--- src/rtl/alu_pkg.sv ---
// Shared types for the ALU command scheduler.
//   DATA_W / A_OP_W / B_OP_W : operand and opcode widths of the ALU port set
//   alu_cmd_t                : one buffered command (operands, enables, opcodes)
//   sched_state_e            : issue FSM states
package alu_pkg;

  localparam int unsigned DATA_W = 8;
  localparam int unsigned A_OP_W = 3;
  localparam int unsigned B_OP_W = 2;

  typedef struct packed {
    logic [DATA_W-1:0] a;
    logic [DATA_W-1:0] b;
    logic              a_en;
    logic              b_en;
    logic [A_OP_W-1:0] a_op;
    logic [B_OP_W-1:0] b_op;
  } alu_cmd_t;

  typedef enum logic [1:0] {
    IDLE,
    ISSUE,
    WAIT
  } sched_state_e;

endpackage

--- src/rtl/alu_cmd_fifo.sv ---
// Synchronous command FIFO holding alu_cmd_t entries.
//   clk, rst_n          : clock, asynchronous active-low reset (empties FIFO)
//   push, push_data     : write request and entry (ignored when full)
//   pop                 : consume head entry (ignored when empty)
//   pop_data            : current head entry (valid when !empty)
//   full, empty         : occupancy flags derived from the pointers
module alu_cmd_fifo
  import alu_pkg::*;
#(
  parameter int unsigned DEPTH = 4
) (
  input  logic     clk,
  input  logic     rst_n,
  input  logic     push,
  input  alu_cmd_t push_data,
  input  logic     pop,
  output alu_cmd_t pop_data,
  output logic     full,
  output logic     empty
);

  localparam int unsigned PTR_W = $clog2(DEPTH);
  localparam logic [PTR_W:0] PTR_ONE = (PTR_W+1)'(1);

  // Extra MSB on each pointer distinguishes full from empty when the
  // index bits coincide.
  logic [PTR_W:0] wr_ptr;
  logic [PTR_W:0] rd_ptr;
  alu_cmd_t       mem [DEPTH];

  logic do_push;
  logic do_pop;

  assign empty    = (wr_ptr == rd_ptr);
  assign full     = (wr_ptr[PTR_W] != rd_ptr[PTR_W]) &&
                    (wr_ptr[PTR_W-1:0] == rd_ptr[PTR_W-1:0]);
  assign do_push  = push && !full;
  assign do_pop   = pop && !empty;
  assign pop_data = mem[rd_ptr[PTR_W-1:0]];

  always_ff @(posedge clk or negedge rst_n) begin
    if (!rst_n) begin
      wr_ptr <= '0;
      rd_ptr <= '0;
    end else begin
      if (do_push) wr_ptr <= wr_ptr + PTR_ONE;
      if (do_pop)  rd_ptr <= rd_ptr + PTR_ONE;
    end
  end

  always_ff @(posedge clk) begin
    if (do_push) mem[wr_ptr[PTR_W-1:0]] <= push_data;
  end

endmodule

--- src/rtl/alu_cmd_sched.sv ---
// Command scheduler in front of the ALU.
// Buffers commands in a FIFO, issues one at a time on the ALU port set,
// captures C RES_LAT cycles after the issue strobe and returns it tagged.
//   clk, rst_n                     : clock, asynchronous active-low reset
//   cmd_valid / cmd_ready          : command stream handshake
//   cmd_a, cmd_b, cmd_a_en, cmd_b_en, cmd_a_op, cmd_b_op : command payload
//   A, B, a_en, b_en, a_op, b_op   : registered operands/controls to ALU
//   ALU_en                         : one-cycle issue strobe
//   C                              : ALU result
//   res_valid / res_ready          : result stream handshake
//   res_data, res_tag              : captured C and wrapping issue number
//   busy                           : FIFO non-empty or FSM not idle
module alu_cmd_sched
  import alu_pkg::*;
#(
  parameter int unsigned DEPTH   = 4,
  parameter int unsigned RES_LAT = 1,
  parameter int unsigned TAG_W   = 4
) (
  input  logic              clk,
  input  logic              rst_n,
  input  logic              cmd_valid,
  output logic              cmd_ready,
  input  logic [DATA_W-1:0] cmd_a,
  input  logic [DATA_W-1:0] cmd_b,
  input  logic              cmd_a_en,
  input  logic              cmd_b_en,
  input  logic [A_OP_W-1:0] cmd_a_op,
  input  logic [B_OP_W-1:0] cmd_b_op,
  output logic [DATA_W-1:0] A,
  output logic [DATA_W-1:0] B,
  output logic              a_en,
  output logic              b_en,
  output logic [A_OP_W-1:0] a_op,
  output logic [B_OP_W-1:0] b_op,
  output logic              ALU_en,
  input  logic [DATA_W-1:0] C,
  output logic              res_valid,
  input  logic              res_ready,
  output logic [DATA_W-1:0] res_data,
  output logic [TAG_W-1:0]  res_tag,
  output logic              busy
);

  localparam int unsigned     CNT_W    = (RES_LAT > 1) ? $clog2(RES_LAT) : 1;
  localparam logic [CNT_W-1:0] CNT_LOAD = CNT_W'(RES_LAT - 1);
  localparam logic [CNT_W-1:0] CNT_ONE  = CNT_W'(1);
  localparam logic [TAG_W-1:0] TAG_ONE  = TAG_W'(1);

  sched_state_e     state;
  logic [CNT_W-1:0] wait_cnt;
  logic [TAG_W-1:0] issue_cnt;

  alu_cmd_t cmd_in;
  alu_cmd_t head;
  logic     fifo_full;
  logic     fifo_empty;
  logic     issue_go;

  assign cmd_in    = {cmd_a, cmd_b, cmd_a_en, cmd_b_en, cmd_a_op, cmd_b_op};
  assign cmd_ready = !fifo_full;
  assign busy      = !fifo_empty || (state != IDLE);

  // A held result blocks the next issue; a result being accepted this
  // edge frees the slot, so issue may proceed in the same cycle.
  assign issue_go  = (state == IDLE) && !fifo_empty && (!res_valid || res_ready);

  alu_cmd_fifo #(
    .DEPTH (DEPTH)
  ) u_fifo (
    .clk       (clk),
    .rst_n     (rst_n),
    .push      (cmd_valid && cmd_ready),
    .push_data (cmd_in),
    .pop       (issue_go),
    .pop_data  (head),
    .full      (fifo_full),
    .empty     (fifo_empty)
  );

  always_ff @(posedge clk or negedge rst_n) begin
    if (!rst_n) begin
      state     <= IDLE;
      wait_cnt  <= '0;
      issue_cnt <= '0;
      A         <= '0;
      B         <= '0;
      a_en      <= 1'b0;
      b_en      <= 1'b0;
      a_op      <= '0;
      b_op      <= '0;
      ALU_en    <= 1'b0;
      res_valid <= 1'b0;
      res_data  <= '0;
      res_tag   <= '0;
    end else begin
      ALU_en <= 1'b0;
      // Capture in WAIT below overrides this clear when both happen.
      if (res_valid && res_ready) res_valid <= 1'b0;
      unique case (state)
        IDLE: begin
          if (issue_go) begin
            A      <= head.a;
            B      <= head.b;
            a_en   <= head.a_en;
            b_en   <= head.b_en;
            a_op   <= head.a_op;
            b_op   <= head.b_op;
            ALU_en <= 1'b1;
            state  <= ISSUE;
          end
        end
        ISSUE: begin
          wait_cnt <= CNT_LOAD;
          state    <= WAIT;
        end
        WAIT: begin
          if (wait_cnt == '0) begin
            res_data  <= C;
            res_valid <= 1'b1;
            res_tag   <= issue_cnt;
            issue_cnt <= issue_cnt + TAG_ONE;
            state     <= IDLE;
          end else begin
            wait_cnt <= wait_cnt - CNT_ONE;
          end
        end
        default: state <= IDLE;
      endcase
    end
  end

endmodule

--- config.mk ---
export PLATFORM = sky130hd
export DESIGN_NAME = alu_cmd_sched
export DESIGN_NICKNAME = d
export VERILOG_FILES = /design/src/rtl/alu_pkg.sv /design/src/rtl/alu_cmd_fifo.sv /design/src/rtl/alu_cmd_sched.sv
export SDC_FILE = /design/constraint.sdc
export NUM_CORES = 1
export LEC_CHECK = 0
export CAP_MARGIN = 40
export CORE_ASPECT_RATIO = 1.75
export CORE_MARGIN = 2
export CORE_UTILIZATION = 25
export CTS_CLUSTER_DIAMETER = 40
export DETAILED_ROUTE_END_ITERATION = 8
export SLEW_MARGIN = 40
export SYNTH_ARGS = -nofsm -noshare
export SYNTH_HDL_FRONTEND = slang
export SYNTH_HIERARCHICAL = 1
export SYNTH_SLANG_ARGS = --single-unit
--- constraint.sdc ---
create_clock -name clk -period 2.64 [get_ports clk]
set_input_delay 0.264 -clock clk [delete_from_list [all_inputs] [get_ports clk]]
set_output_delay 0.264 -clock clk [all_outputs]
set_load 0.02 [all_outputs]
Word-level counts from Yosys, hierarchy flattened
Memories as Yosys holds them, arrays and structs flattened. A register that Yosys moved wholly into a read port is not among the register bits. Cells that the tools add are included.

Add/subtract/negate cells: 4. Multipliers: 0. Div/mod/pow operators: 0. Order comparisons: 0. Eq/ne operators: 7. Shift-type cells: 0. Muxes and demuxes: 12. Bitwise operators: 1. Reduce and logical (&&, ||, !) cells: 19.

Operators by type and width (number): two-way mux 1 bit (8); logical AND 1 bit (7); adder 3 x 1 -> 3 bit, second input constant (2); case mux 2 bit (3 select lines) (1); AND reduction 2 bit (3); adder 4 x 1 -> 4 bit, second input constant (1); logical NOT 1 bit (4); two-way mux 2 bit (2); nonzero test 2 bit (2); == test 3 bit (1); == test 2 x 1 -> 1 bit, second input constant (1); == test 2 bit (1); == test 2 bit, second input constant (1); logical NOT 2 bit (1); logical OR 1 bit (2); inequality test 2 x 1 -> 1 bit, second input constant (1); inequality test 2 bit, second input constant (1); case mux 1 bit (2 select lines) (1); inequality test 1 bit (1); NOT 1 bit (1); subtractor 1 bit, second input constant (1).

Bits in registers: 27. Latch bits: 0. Memory bits (writable): 92. ROM bits: 0. Input port bits: 35. Output and inout port bits: 39. Logic and storage cells: 53. Memories: 1.

Memory list: u_fifo.mem (words 4, width 23, read ports 1, clocked after Yosys merged registers in 1, wr ports 1, RTL line alu_cmd_fifo.sv:29) `alu_cmd_t mem [DEPTH];`.

Depth between registers and ports, before layout
Depth in word-level cells: 7. Depth in mapped cells: 8. Depth with buffers taken out: 7.

By module
Netlist, hierarchy kept.

Modules (own cells, without submodules): alu_cmd_fifo (instances 1, cells each 169, area each 3838.7 um^2, seq. area each 2912.8 um^2); alu_cmd_sched (instances 1, cells each 100, area each 1644.1 um^2, seq. area each 1076.0 um^2).

Worst setup path after synthesis
No wires, ideal clock.

Kind: reg-to-reg. From: register u_fifo.rd_ptr[1]. To: memory u_fifo/mem[3][0] (netlist name), enable pin. Library setup time: 0.393 ns. Data arrival time: 2.051 ns. Required time: 2.247 ns. Slack: 0.196 ns. Cell stages (with the launch flop): 8. Path buffers: 1. Clock period less this slack: 2.444 ns. Cells stage by stage: dfrtp_1 -> buf_4 -> xnor2_1 -> nand3_2 -> inv_1 -> nor2b_1 -> nand2_1 -> a31oi_2.

Word-level cells in the longest chain between the ends: 7.

RTL lines: start, declared (RTL line alu_cmd_fifo.sv:28) `logic [PTR_W:0] rd_ptr;`; start signal, assigned (RTL line alu_cmd_fifo.sv:47) `if (do_pop) rd_ptr <= rd_ptr + PTR_ONE;`; == test 2 bit * (RTL line alu_cmd_fifo.sv:36) `(wr_ptr[PTR_W-1:0] == rd_ptr[PTR_W-1:0]);`; logical AND 1 bit * (RTL line alu_cmd_fifo.sv:35) `assign full = (wr_ptr[PTR_W] != rd_ptr[PTR_W]) &&`; named net fifo_full (RTL line alu_cmd_sched.sv:56) `logic fifo_full;`; logical NOT 1 bit * (RTL line alu_cmd_fifo.sv:37, alu_cmd_sched.sv:61); logical AND 1 bit (RTL line alu_cmd_sched.sv:73) `.push (cmd_valid && cmd_ready),`; logical AND 1 bit * (RTL line alu_cmd_fifo.sv:37) `assign do_push = push && !full;`; two-way mux 1 bit * (RTL line alu_cmd_fifo.sv:52) `if (do_push) mem[wr_ptr[PTR_W-1:0]] <= push_data;`; two-way mux 1 bit (implied by the code) * (RTL line alu_cmd_fifo.sv:52); end, declared (RTL line alu_cmd_fifo.sv:29).

Mark *: on every way through the listed nets, which the timed path passes. The rest lies on a longest branch.

Worst setup path in the final report
From: register u_fifo.wr_ptr[2]. To: output port busy.

Word-level cells in the longest chain between the ends: 3.

RTL lines: start, declared (RTL line alu_cmd_fifo.sv:27) `logic [PTR_W:0] wr_ptr;`; start signal, assigned (RTL line alu_cmd_fifo.sv:46) `if (do_push) wr_ptr <= wr_ptr + PTR_ONE;`; == test 3 bit (RTL line alu_cmd_fifo.sv:34) `assign empty = (wr_ptr == rd_ptr);`; named net fifo_empty (RTL line alu_cmd_sched.sv:57) `logic fifo_empty;`; logical NOT 1 bit (RTL line alu_cmd_sched.sv:62) `assign busy = !fifo_empty || (state != IDLE);`; logical OR 1 bit (RTL line alu_cmd_sched.sv:62); end, declared (RTL line alu_cmd_sched.sv:42) `output logic busy`.

The timed path passes the listed nets, and every way through them passes these cells.

==> summary.txt <==
Worst Hold Class -> in -> async
CTS Buffer Depth -> 2
Post-Syn Instances -> 269
vias in the first global route -> 3078
setup TNS -> 0 ns
Post-DRT Antenna Nets -> 0
GRT Total Usage -> 9.977%
worst r2r dst -> u_fifo/mem[3][5]
pwr dens -> 1300 nW/um2
final critical-path share of the clock period -> 96.64%
hold slack -> 0.2773 ns
clock latency on the worst-skew pair -> 0.43 ns
Distinct cells, synth -> 30
clk slew on worst S/H paths -> 0.07 ns
IO buf count -> 73
nets -> 411
register area share after synthesis -> 72.75%
DR pass1 iterations -> 4
TritonCTS buffer count -> 17
#FFs+latches synth -> 141
Tmin final -> 2.551 ns
Sw Pwr -> 3.120 mW
std cell rows -> 71
DIE HEIGHT -> 199.9 um
Worst Path Required -> 2.38 ns
Leak -> 2.572 nW
routed length per instance -> 16.19 um
Die ar. -> 23180 um2
Syn Nets -> 310
Post-DP HPWL -> 7425 um
Int Power -> 6.301 mW
Worst VDD drop -> 0.5146 mV
remaining global-route overflow -> 0
initial antenna violation count -> 0
switching share of total power -> 33.11%
worst flop-to-flop path startpoint -> u_fifo/wr_ptr[0]
Max Slew Vio Count -> 0
maximum fanout along the worst path -> 6
Final Hold Vio Count -> 0
CTS tree -> built
H-tree Lvls -> 4
core footprint -> 21500 um2
slack of the worst reg-to-reg path -> 0.44 ns
Crit Path Class -> reg -> out
Cell Area, Synth -> 5483 um2
Syn. warnings -> 6
Pwr Total -> 9.421 mW
layout cells sized above 1 -> 33.68%
max_cap viols -> 0
diode count -> 0
RSZ-0062 raised after global routing -> false
Syn Area/Cell -> 20.38 um2
final WL -> 10930 um
Clk pwr share -> 24.9%
Chip Width -> 115.9 um
Post-CTS Setup Bufs -> 0
# IOs -> 74
via count -> 2822
detailed-route DRC error count -> 0
Via density -> 4.181
outcome -> finished, final reports clean
CP Capture Type -> primary output
endpoints failing setup -> 0
GPL Wtd Cong -> 0.6701
clk_skew -> 0.01672 ns
Crit. Startpoint -> u_fifo/wr_ptr[2]
Worst R2R Path Depth -> 7
Starting DRT DRC Count -> 155
Finished Layout Cells -> 675
Slew HR -> 69.31%
crit path launch type -> flop
worst-margin pin slew -> 0.4579 ns
Area Overhead vs Synth -> 32.18%
Initial Util -> 25.50%
end point of the critical path -> busy
first-pass GRT wire length -> 16730 um
dpl cells -> 642
fmax -> 392.0 MHz
Comb pwr share -> 38.1%
Sequential Power Share -> 37.0%
clock root cell -> clkbuf_16
Worst Path Arrival -> 2.29 ns
largest net degree at the start of global routing -> 24
clk sinks -> 141
## cell usage in the layout (no fill, tap or decap), types with 3 or more instances in the layout
cell type	count
inv_8	3
clkbuf_16	19
nor2b_1	4
mux2_2	36
inv_1	5
o31ai_2	4
clkdlybuf4s50_1	72
inv_6	5
buf_4	18
edfxtp_1	92
a21oi_1	4
ha_1	6
and3_2	3
xnor2_1	6
mux4_2	23
dfrtp_1	47
nand2_1	5
xor2_1	3
## worst min path at each step
stage / startpoint / endpoint / slack [ns] / depth (start not counted)
4_1_cts: rst_n / res_data[6] / 0.28 / 2
2_1_floorplan: rst_n / ALU_en / -0.03 / 0
5_1_grt: rst_n / res_tag[3] / 0.31 / 2
3_5_place_dp: rst_n / res_data[6] / 0.21 / 1
6_report: rst_n / res_tag[3] / 0.28 / 2
3_3_place_gp: rst_n / res_data[7] / 0.20 / 1
## cell families (layout without fill, tap and decap cells)
group                      Yosys count  count (layout)  share of synthesized area (%)
DFF                                141             141                          72.75
muxes                               59              59                          16.84
and+or+nand+nor                     23              23                          2.647
buffers and inverters               15             129                          1.826
AOI/OAI and AO/OA                   13              13                          2.236
xor gates and xnor gates            12              12                          2.328
adders and majority gates            6               6                          1.369
## through the flow
| step | instance area [um2] | utilization, % | worst slack, ns |
|---|---|---|---|
| 5_1_grt | 7247 | 33.71 | 0.02109 |
| 6_report | 7247 | 33.71 | 0.08870 |
| 3_5_place_dp | 6643 | 30.90 | 0.3138 |
| 4_1_cts | 7247 | 33.71 | 0.07238 |
| 3_3_place_gp | 6643 | 30.90 | 0.3517 |
| 2_1_floorplan | 5483 | - | 0.1963 |
## sequential cells by signal, summed over array words and instances (netlist names)
register,flops
issue_cnt,4
u_fifo/mem,92
res_data,8
res_valid,1
state,2
a_op,3
A,8
ALU_en,1
B,8
res_tag,4
u_fifo/rd_ptr,3
b_op,2
b_en,1
a_en,1
u_fifo/wr_ptr,3
## layout make-up
class                      count  area [um2]
clock buffer                  19       475.5
clock inverter                13       113.9
fill                        2114       14250
inverter                       5       18.77
multi-input combinational    113        1411
sequential                   141        3991
tap                          292       365.4
timing repair buffer          92       870.8
## metal layers
layer	track usage, %	share of wire (%)	vias to the layer above
met4	5.600	3.3	0
met5	0	0	-
met2	17.35	53	96
met1	10.55	39	1452
li1	-	-	1252
met3	3.170	4.5	22
## Yosys cell counts
| cell | instances | area share [%] |
|---|---|---|
| a211oi_2 | 2 | 0.46 |
| a21boi_1 | 1 | 0.14 |
| a21oi_1 | 4 | 0.37 |
| a31oi_2 | 1 | 0.23 |
| and3_1 | 3 | 0.34 |
| buf_2 | 2 | 0.18 |
| buf_4 | 5 | 0.68 |
| buf_6 | 3 | 0.62 |
| dfrtp_1 | 49 | 22 |
| edfxtp_1 | 92 | 50 |
| ha_1 | 6 | 1.4 |
| inv_1 | 5 | 0.34 |
| mux2_2 | 36 | 7.4 |
| mux4_2 | 23 | 9.4 |
| nand2_1 | 5 | 0.34 |
| nand2b_1 | 2 | 0.23 |
| nand3_2 | 1 | 0.18 |
| nand4_1 | 1 | 0.11 |
| nor2_1 | 1 | 0.068 |
| nor2b_1 | 4 | 0.46 |
| nor3_1 | 2 | 0.18 |
| nor4_1 | 2 | 0.23 |
| nor4_4 | 1 | 0.39 |
| o31ai_1 | 1 | 0.14 |
| o31ai_2 | 4 | 0.91 |
| or2_2 | 1 | 0.11 |
| xnor2_1 | 6 | 0.96 |
| xnor2_2 | 1 | 0.30 |
| xor2_1 | 3 | 0.48 |
| xor2_2 | 2 | 0.59 |
## critical path, cell delays in order (launching register included)
cell and delay [ns]:
dfrtp_1 0.46, xor2_2 0.27, nor3_2 0.46, nand2_1 0.09
clkdlybuf4s50_1 0.56
## power groups by stage
stage          clock [mW]  combinational (mW)  sequential (mW)
2_1_floorplan           0                2.02             3.81
3_3_place_gp            0                3.57             3.50
3_5_place_dp            0                3.65             3.54
4_1_cts              2.42                3.67             3.50
5_1_grt              2.50                3.87             3.57
6_report             2.35                3.59             3.49
## what timing repair did
| action | 4_1_cts | 5_1_grt |
|---|---|---|
| gates resized for setup | 1 | 0 |
| endpoints found under the hold margin | 11 | 0 |
| hold buffers | 1 | 0 |
| setup endpoints to repair | 1 | 0 |
Power figures use the tool's default switching activity.
